**src/rtl/fft8_sequencer.sv**
```systemverilog
// fft8_sequencer: in-place 8-point radix-2 DIT FFT controller around an external butterfly.
// Loads bit-reversed, runs 3x4 butterflies one per cycle, then streams bins in natural order.
`timescale 1ns/1ps
module fft8_sequencer (
  input  logic       i_clk,
  input  logic       i_rst,
  input  logic       i_in_valid,
  output logic       o_in_ready,
  input  logic [8:0] i_in_re,
  input  logic [8:0] i_in_im,
  output logic       o_out_valid,
  input  logic       i_out_ready,
  output logic [8:0] o_out_re,
  output logic [8:0] o_out_im,
  output logic       o_busy,
  output logic       o_done,
  output logic [1:0] o_bf_w_re_mag,
  output logic       o_bf_w_re_neg,
  output logic [1:0] o_bf_w_im_mag,
  output logic       o_bf_w_im_neg,
  output logic [8:0] o_bf_xa_re,
  output logic [8:0] o_bf_xa_im,
  output logic [8:0] o_bf_xb_re,
  output logic [8:0] o_bf_xb_im,
  input  logic [8:0] i_bf_ya_re,
  input  logic [8:0] i_bf_ya_im,
  input  logic [8:0] i_bf_yb_re,
  input  logic [8:0] i_bf_yb_im
);

  typedef enum logic [1:0] {
    ST_LOAD    = 2'd0,
    ST_COMPUTE = 2'd1,
    ST_OUTPUT  = 2'd2
  } state_t;

  state_t      state_r, state_s;
  logic [2:0]  n_r, n_s;
  logic [2:0]  m_r, m_s;
  logic [1:0]  s_r, s_s;
  logic [1:0]  b_r, b_s;
  logic [17:0] mem_r [8];

  logic [2:0]  b_ext_s, span_s, addr_a_s, addr_b_s, k_ext_s;
  logic [1:0]  k_s;
  logic        in_fire_s, out_fire_s;

  function automatic logic [2:0] bitrev3(input logic [2:0] v);
    return {v[0], v[1], v[2]};
  endfunction

  // Butterfly pair addresses and twiddle index from the current stage and butterfly number
  always_comb begin
    b_ext_s  = {1'b0, b_r};
    span_s   = 3'd1 << s_r;
    addr_a_s = ((b_ext_s >> s_r) << (s_r + 2'd1)) | (b_ext_s & (span_s - 3'd1));
    addr_b_s = addr_a_s + span_s;
    k_ext_s  = (b_ext_s & (span_s - 3'd1)) << (2'd2 - s_r);
    k_s      = k_ext_s[1:0];
  end

  // Twiddle code lookup for W8^k; zero outside COMPUTE
  always_comb begin
    o_bf_w_re_mag = 2'd0;
    o_bf_w_re_neg = 1'b0;
    o_bf_w_im_mag = 2'd0;
    o_bf_w_im_neg = 1'b0;
    if (state_r == ST_COMPUTE) begin
      case (k_s)
        2'd0: begin o_bf_w_re_mag = 2'd2; o_bf_w_re_neg = 1'b0; o_bf_w_im_mag = 2'd0; o_bf_w_im_neg = 1'b0; end
        2'd1: begin o_bf_w_re_mag = 2'd1; o_bf_w_re_neg = 1'b0; o_bf_w_im_mag = 2'd1; o_bf_w_im_neg = 1'b1; end
        2'd2: begin o_bf_w_re_mag = 2'd0; o_bf_w_re_neg = 1'b0; o_bf_w_im_mag = 2'd2; o_bf_w_im_neg = 1'b1; end
        2'd3: begin o_bf_w_re_mag = 2'd1; o_bf_w_re_neg = 1'b1; o_bf_w_im_mag = 2'd1; o_bf_w_im_neg = 1'b1; end
        default: begin o_bf_w_re_mag = 2'd0; o_bf_w_re_neg = 1'b0; o_bf_w_im_mag = 2'd0; o_bf_w_im_neg = 1'b0; end
      endcase
    end else begin
      o_bf_w_re_mag = 2'd0;
    end
  end

  // Butterfly operands read straight from the register file
  always_comb begin
    if (state_r == ST_COMPUTE) begin
      o_bf_xa_re = mem_r[addr_a_s][17:9];
      o_bf_xa_im = mem_r[addr_a_s][8:0];
      o_bf_xb_re = mem_r[addr_b_s][17:9];
      o_bf_xb_im = mem_r[addr_b_s][8:0];
    end else begin
      o_bf_xa_re = 9'd0;
      o_bf_xa_im = 9'd0;
      o_bf_xb_re = 9'd0;
      o_bf_xb_im = 9'd0;
    end
  end

  // Next-state and counter logic
  always_comb begin
    state_s    = state_r;
    n_s        = n_r;
    m_s        = m_r;
    s_s        = s_r;
    b_s        = b_r;
    in_fire_s  = (state_r == ST_LOAD) && i_in_valid;
    out_fire_s = (state_r == ST_OUTPUT) && i_out_ready;
    case (state_r)
      ST_LOAD: begin
        if (in_fire_s) begin
          n_s = n_r + 3'd1;
          if (n_r == 3'd7) begin
            state_s = ST_COMPUTE;
            s_s     = 2'd0;
            b_s     = 2'd0;
          end else begin
            state_s = ST_LOAD;
          end
        end else begin
          n_s = n_r;
        end
      end
      ST_COMPUTE: begin
        b_s = b_r + 2'd1;
        if (b_r == 2'd3) begin
          if (s_r == 2'd2) begin
            state_s = ST_OUTPUT;
            s_s     = 2'd0;
            m_s     = 3'd0;
          end else begin
            s_s = s_r + 2'd1;
          end
        end else begin
          s_s = s_r;
        end
      end
      ST_OUTPUT: begin
        if (out_fire_s) begin
          m_s = m_r + 3'd1;
          if (m_r == 3'd7) begin
            state_s = ST_LOAD;
            n_s     = 3'd0;
          end else begin
            state_s = ST_OUTPUT;
          end
        end else begin
          m_s = m_r;
        end
      end
      default: begin
        state_s = ST_LOAD;
        n_s     = 3'd0;
        m_s     = 3'd0;
        s_s     = 2'd0;
        b_s     = 2'd0;
      end
    endcase
  end

  // State and counter registers
  always_ff @(posedge i_clk) begin
    if (i_rst) begin
      state_r <= ST_LOAD;
      n_r     <= 3'd0;
      m_r     <= 3'd0;
      s_r     <= 2'd0;
      b_r     <= 2'd0;
    end else begin
      state_r <= state_s;
      n_r     <= n_s;
      m_r     <= m_s;
      s_r     <= s_s;
      b_r     <= b_s;
    end
  end

  // Register file: bit-reversed load, then in-place butterfly write-back
  always_ff @(posedge i_clk) begin
    if (!i_rst) begin
      if (in_fire_s) begin
        mem_r[bitrev3(n_r)] <= {i_in_re, i_in_im};
      end else if (state_r == ST_COMPUTE) begin
        mem_r[addr_a_s] <= {i_bf_ya_re, i_bf_ya_im};
        mem_r[addr_b_s] <= {i_bf_yb_re, i_bf_yb_im};
      end
    end
  end

  // Stream-side outputs decoded from registered state
  always_comb begin
    o_in_ready  = (state_r == ST_LOAD);
    o_out_valid = (state_r == ST_OUTPUT);
    o_busy      = (state_r == ST_COMPUTE);
    o_done      = out_fire_s && (m_r == 3'd7);
    if (state_r == ST_OUTPUT) begin
      o_out_re = mem_r[m_r][17:9];
      o_out_im = mem_r[m_r][8:0];
    end else begin
      o_out_re = 9'd0;
      o_out_im = 9'd0;
    end
  end

endmodule
```
**config.mk**
```make
export PLATFORM = sky130hd
export DESIGN_NAME = fft8_sequencer
export DESIGN_NICKNAME = d
export VERILOG_FILES = /design/src/rtl/fft8_sequencer.sv
export SDC_FILE = /design/constraint.sdc
export NUM_CORES = 1
export LEC_CHECK = 0
export CORE_MARGIN = 2
export CORE_UTILIZATION = 45
export DETAILED_ROUTE_END_ITERATION = 8
export PLACE_DENSITY_LB_ADDON = 0.08
export SYNTH_ARGS = -nofsm -noshare
export SYNTH_HDL_FRONTEND = slang
export SYNTH_SLANG_ARGS = --single-unit
```
**constraint.sdc**
```tcl
create_clock -name i_clk -period 8.04 [get_ports i_clk]
set_clock_uncertainty 0.05 [all_clocks]
set_input_delay 0.804 -clock i_clk [delete_from_list [all_inputs] [get_ports i_clk]]
set_output_delay 0.804 -clock i_clk [all_outputs]
set_load 0.1 [all_outputs]
```
# ---- Word level (Yosys, flattened, before mapping)
# Memory sizes are Yosys's and may differ from the RTL's. A register that Yosys moved wholly into a read port is not among the register bits.
# Cells that the tools add are included.
dict set report classes {
  addsub 7
  eq_ne 15
  shifts 4
  mux 47
  bitwise_logic 5
  n_reduce_logical 14
}
# operator count
set op_table {}
lappend op_table {{2-to-1 mux 9 bit} 6}
lappend op_table {{one-hot mux 2 bit (3 select lines)} 5}
lappend op_table {{2-to-1 mux 3 bit} 9}
lappend op_table {{2-to-1 mux 2 bit} 11}
lappend op_table {{2-to-1 mux 18 bit} 1}
lappend op_table {{one-hot mux 3 bit (3 select lines)} 2}
lappend op_table {{OR reduction 18 bit} 1}
lappend op_table {{AND reduction 4 bit} 4}
lappend op_table {{!= test 2 x 1 -> 1 bit, second input constant} 6}
lappend op_table {{2-to-1 mux 1 bit} 11}
lappend op_table {{equality test 2 bit, second input constant} 5}
lappend op_table {{adder 3 x 1 -> 3 bit, second input constant} 2}
lappend op_table {{equality test 3 bit, second input constant} 2}
lappend op_table {{OR reduction 3 bit} 2}
lappend op_table {{adder 2 x 1 -> 2 bit, second input constant} 2}
lappend op_table {{equality test 2 x 1 -> 1 bit, second input constant} 2}
lappend op_table {{zero test 2 bit} 2}
lappend op_table {{one-hot mux 1 bit (2 select lines)} 2}
lappend op_table {{adder 3 bit} 1}
lappend op_table {{AND 2 x 3 -> 3 bit} 1}
lappend op_table {{logical AND 1 bit} 3}
lappend op_table {{NOT 1 bit} 3}
lappend op_table {{OR 3 bit} 1}
lappend op_table {{AND reduction 3 bit} 1}
lappend op_table {{7 further kinds} 7}
dict set report word_totals {
  reg_bits 12
  mem_bits_rw 144
  input_bits 58
  output_inout_bits 64
  word_cells 98
  n_memories 1
}
# name words word_bits rd rd_ports_with_merged_regs wr line_no
set memory_table {}
lappend memory_table {mem_r 8 18 3 1 2 42} ;# logic [17:0] mem_r [8];

# ---- Longest topological paths before layout
dict set report logic_depth {
  word_depth 8
  ltp_mapped 17
  mapped_depth_nobuf 11
}

# ---- Worst setup path after synthesis
# Ideal clock, no wire load.
dict set report synth_path {
  path_kind {register -> output}
  from {register s_r[0]}
  to {output o_bf_xa_re[1]}
  arrival_ns 6.694
  required_time_ns 7.186
  setup_slack_ns 0.492
  stages_incl_launch_ff 11
  n_path_buf 4
  path_cell_list {dfxtp_1 -> buf_4 -> inv_1 -> ha_1 -> nor2_1 -> a32oi_1 -> buf_2 -> buf_4 -> buf_2 -> a211oi_1 -> a2111oi_0}
}
dict set report synth_between {
  elab_chain_len 6
  elab_cells_between_ends 9
  cone_classes {add/sub (2); shift (3); mux (1); bitwise (2); memory (1)}
}
# element line_no
set synth_lines {}
lappend synth_lines {{start, declared} 40} ;# logic [1:0] s_r, s_s;
lappend synth_lines {{start signal, assigned} 169} ;# s_r <= s_s;
lappend synth_lines {{<< shifter 1 x 2 -> 3 bit} 55} ;# span_s = 3'd1 << s_r;
lappend synth_lines {{subtractor 3 x 1 -> 3 bit} 56} ;# addr_a_s = ((b_ext_s >> s_r) << (s_r + 2'd1)) | (b_ext_s & (span_s - 3'd1));
lappend synth_lines {{AND 2 x 3 -> 3 bit} 56}
lappend synth_lines {{OR 3 bit *} 56}
lappend synth_lines {{memory (8 x 18 bit) *} -}
lappend synth_lines {{2-to-1 mux 9 bit *} 83} ;# if (state_r == ST_COMPUTE) begin
lappend synth_lines {{end, declared} 21} ;# output logic [8:0] o_bf_xa_re,
# Mark *: on every way between the ends. The rest lies on a longest branch, timed or not.

# ---- Final worst setup path
dict set report layout_path {
  from {register s_r[0]}
  to {output o_bf_xb_re[7]}
}
dict set report layout_between {
  elab_chain_len 7
  elab_cells_between_ends 10
  cone_classes {add/sub (3); shift (3); mux (1); bitwise (2); memory (1)}
}
# element line_no
set layout_lines {}
lappend layout_lines {{<< shifter 1 x 2 -> 3 bit} 55}
lappend layout_lines {{subtractor 3 x 1 -> 3 bit} 56}
lappend layout_lines {{AND 2 x 3 -> 3 bit} 56}
lappend layout_lines {{OR 3 bit} 56}
lappend layout_lines {{adder 3 bit *} 57} ;# addr_b_s = addr_a_s + span_s;
lappend layout_lines {{memory (8 x 18 bit) *} -}
lappend layout_lines {{2-to-1 mux 9 bit *} 83}
lappend layout_lines {{end, declared} 23} ;# output logic [8:0] o_bf_xb_re,
# Marks and branches as above.

==> flow_metrics.tcl <==
set metrics [dict create \
    syn_to_final_growth_pct 20.6 \
    gp_congestion 0.825 \
    crit_arrival_ps 5840 \
    cp_num_buf_inv 3 \
    min_path_type "flip-flop to flip-flop" \
    async_flop_share_pct 0 \
    drt_iter0_markers 902 \
    synth_nets 889 \
    die_height_um 159 \
    clock_sinks 159 \
    avgRoutedWirePerCell_um 27.8 \
    cp_max_fo 23 \
    synth_area_leaders "edfxtp_1, mux2_2, mux4_2" \
    syn_area_per_cell_um2 13.2 \
    min_period_over_period_pct 83.2 \
    cap_violations 0 \
    cellPowerDensity_nw_per_um2 144 \
    ys_seq_elements 159 \
    drc 0 \
    numCtsBuffers 17 \
    gr-total-overflow 0 \
    grt_pass1_vias 8474 \
    portBuffers 121 \
    postCtsSetupRepairBufs 0 \
    worstMarginPinSlew_ps 1160 \
    yosysTopAreaCell "edfxtp_1" \
    num_vias 8083 \
    drv_slew 0 \
    yosysWarnings 0 \
    whs_ps 504 \
    ys.flop_type "edfxtp_1" \
    rsz0062_at_grt "false" \
    ir_drop_uv 97.1 \
    drive_gt1_share_pct 30.3 \
    clk_pin_slew_ps 70 \
    timing.fmax_mhz 149 \
    cts_resized 0 \
    start_kind "flip-flop" \
    critPathSlowestCell "clkdlybuf4s50_1" \
    dp_hpwl_um 21200 \
    fin_setup_tns_ps 0 \
    grt_max_degree 43 \
    synth_top_area_share_pct 40.0 \
    synth_seq_area_share_pct 42.8 \
    clk_latency_ps 430 \
    grt.total_usage_pct 27.5 \
    vias_per_cell 6.46 \
    setup-violations-final 0 \
    clockBufferDepth 2 \
    synth_most_common_cell "edfxtp_1" \
    synthCells 820 \
    grt_pass1_wl_um 52100 \
    cp_cell_sequence "inv_1 -> ha_1 -> nor2_1 -> a32oi_4 -> xnor2_1 -> ha_1 -> nor2_1 -> buf_4 -> a22o_1 -> clkdlybuf4s50_1" \
    leakagePower_nw 4.70 \
    ioPinCount 122 \
    synth.distinct_cells 48 \
    num_rows 56 \
    critPathTopFamily "buffers and inverters" \
    hold_buffers 0 \
    final_hold_viol_count 0 \
    wl_um 34800 \
    critPathCaptureType "output pin" \
    outcome "finished clean" \
    antenna_found_initial 0 \
    finalCriticalPeriod_ps 6690 \
    initial_utilization_pct 45.9 \
    cts_tree "built" \
    drtAntennaViolNets 0 \
    cpPeakStageDelay_ps 1150 \
    cts_max_level 4 \
    drtPass1Iterations 7 \
    maxSlewHeadroom_pct 20.7 \
    die_area_um2 25300 \
    synth_common_cells "edfxtp_1, mux2_2, mux2i_1, nand2_1, mux4_2" \
    antenna_cells 0 \
    synth_area_um2 10800 \
    nets 989 \
    crit_type "flip-flop to output pin" \
    required_ps 7190 \
    synth_edf_count 144 \
    die_w_um 159 \
    core_area_um2 23500 \
    root_buffer "clkbuf_16" \
]
[registers in the layout, indices dropped and copies added, names as in the netlist, named ones only]
name     count
mem_r      144
n_r          3
b_r          2
m_r          3
s_r          2
state_r      2
[path summary, 6_finish.rpt]
kind / startpoint / to / slack [ps] / cells past startpoint
min: m_r[1] / flip-flop / 500 / 2
min reg2reg: m_r[1] / flip-flop / 500 / 2
max: s_r[0] / o_bf_xb_re[7] / 1350 / 10
max reg2reg: s_r[0] / mem_r[6][4] / 2520 / 13
[worst register-to-register path, stage by stage, from the launching register on]
cell	delay [ps]
dfxtp_1	550
inv_1	170
ha_1	430
nor2_1	110
a32oi_4	850
xnor2_1	180
ha_1	240
a31oi_1	230
xnor2_2	210
xnor2_4	150
buf_4	530
nand2_1	580
buf_4	430
o21ai_4	420
[kinds of logic after synthesis]
logic type | Yosys count | synth area share [%]
XOR/XNOR | 6 | 0.626
adder cells (fa/ha/maj) | 11 | 1.27
buffers and inverters | 66 | 2.97
flip-flops | 159 | 42.8
AND/OR/NAND/NOR | 166 | 7.14
multiplexers | 301 | 37.4
AO/OA/AOI/OAI | 111 | 7.78
[cell type report]
class	instances	area, um^2
clock inverter	15	175
tap	319	399
sequential	159	4630
fill	2004	10500
multi-input combinational	595	6010
inverter	4	15.0
timing repair buffer	143	1380
clock buffer	17	425
[placed cells by master, fill, tap and decap left out, types with 4 or more instances in the layout]
cell type        Yosys  routed
edfxtp_1           144     144
mux2_2             135     135
clkdlybuf4s50_1      0     121
mux2i_1             92      92
nand2_1             67      67
mux4_2              65      65
nor2_1              43      40
a22o_1              35      35
nor2b_1             24      24
buf_4                8      22
a211oi_1            18      18
a2111oi_0           18      18
clkbuf_16            0      17
a21oi_1             13      13
dfxtp_1             15      13
ha_1                11      10
mux2_4               9       9
o21ai_0             12       8
nor3_1               6       6
nand2b_1             5       5
inv_6                0       5
nor3b_1              4       4
o21ai_4              0       4
o22ai_4              0       4
a32oi_1              5       4
[through the flow]
step / setup slack, ps / cells / total power, mW / instance area, um^2 / utilization (%)
2_1_floorplan: 492 / 820 / 1.00 / 10800 / -
6_report: 1350 / 1252 / 1.88 / 13000 / 55.3
3_5_place_dp: 1910 / 1220 / 1.06 / 12400 / 52.8
5_1_grt: 1170 / 1252 / 1.93 / 13000 / 55.3
4_1_cts: 1420 / 1252 / 1.88 / 13000 / 55.3
3_3_place_gp: 2070 / 1220 / 1.05 / 12400 / 52.8
[power breakdown]
group / internal, mW / switching, mW / leakage (nW) / total [mW]
Clock: 0.469 / 0.368 / 0.293 / 0.837
Combinational: 0.0708 / 0.0520 / 2.98 / 0.123
Sequential: 0.910 / 0.00679 / 1.42 / 0.917
[per-layer routing]
layer	track usage, %	vias up	routed length, um
met1	34.8	4099	13600
met5	0	-	0
met3	4.85	88	2730
met4	10.2	0	922
met2	47.6	415	17600
li1	-	3481	-
Note: power is estimated with default switching activity, not from simulation.
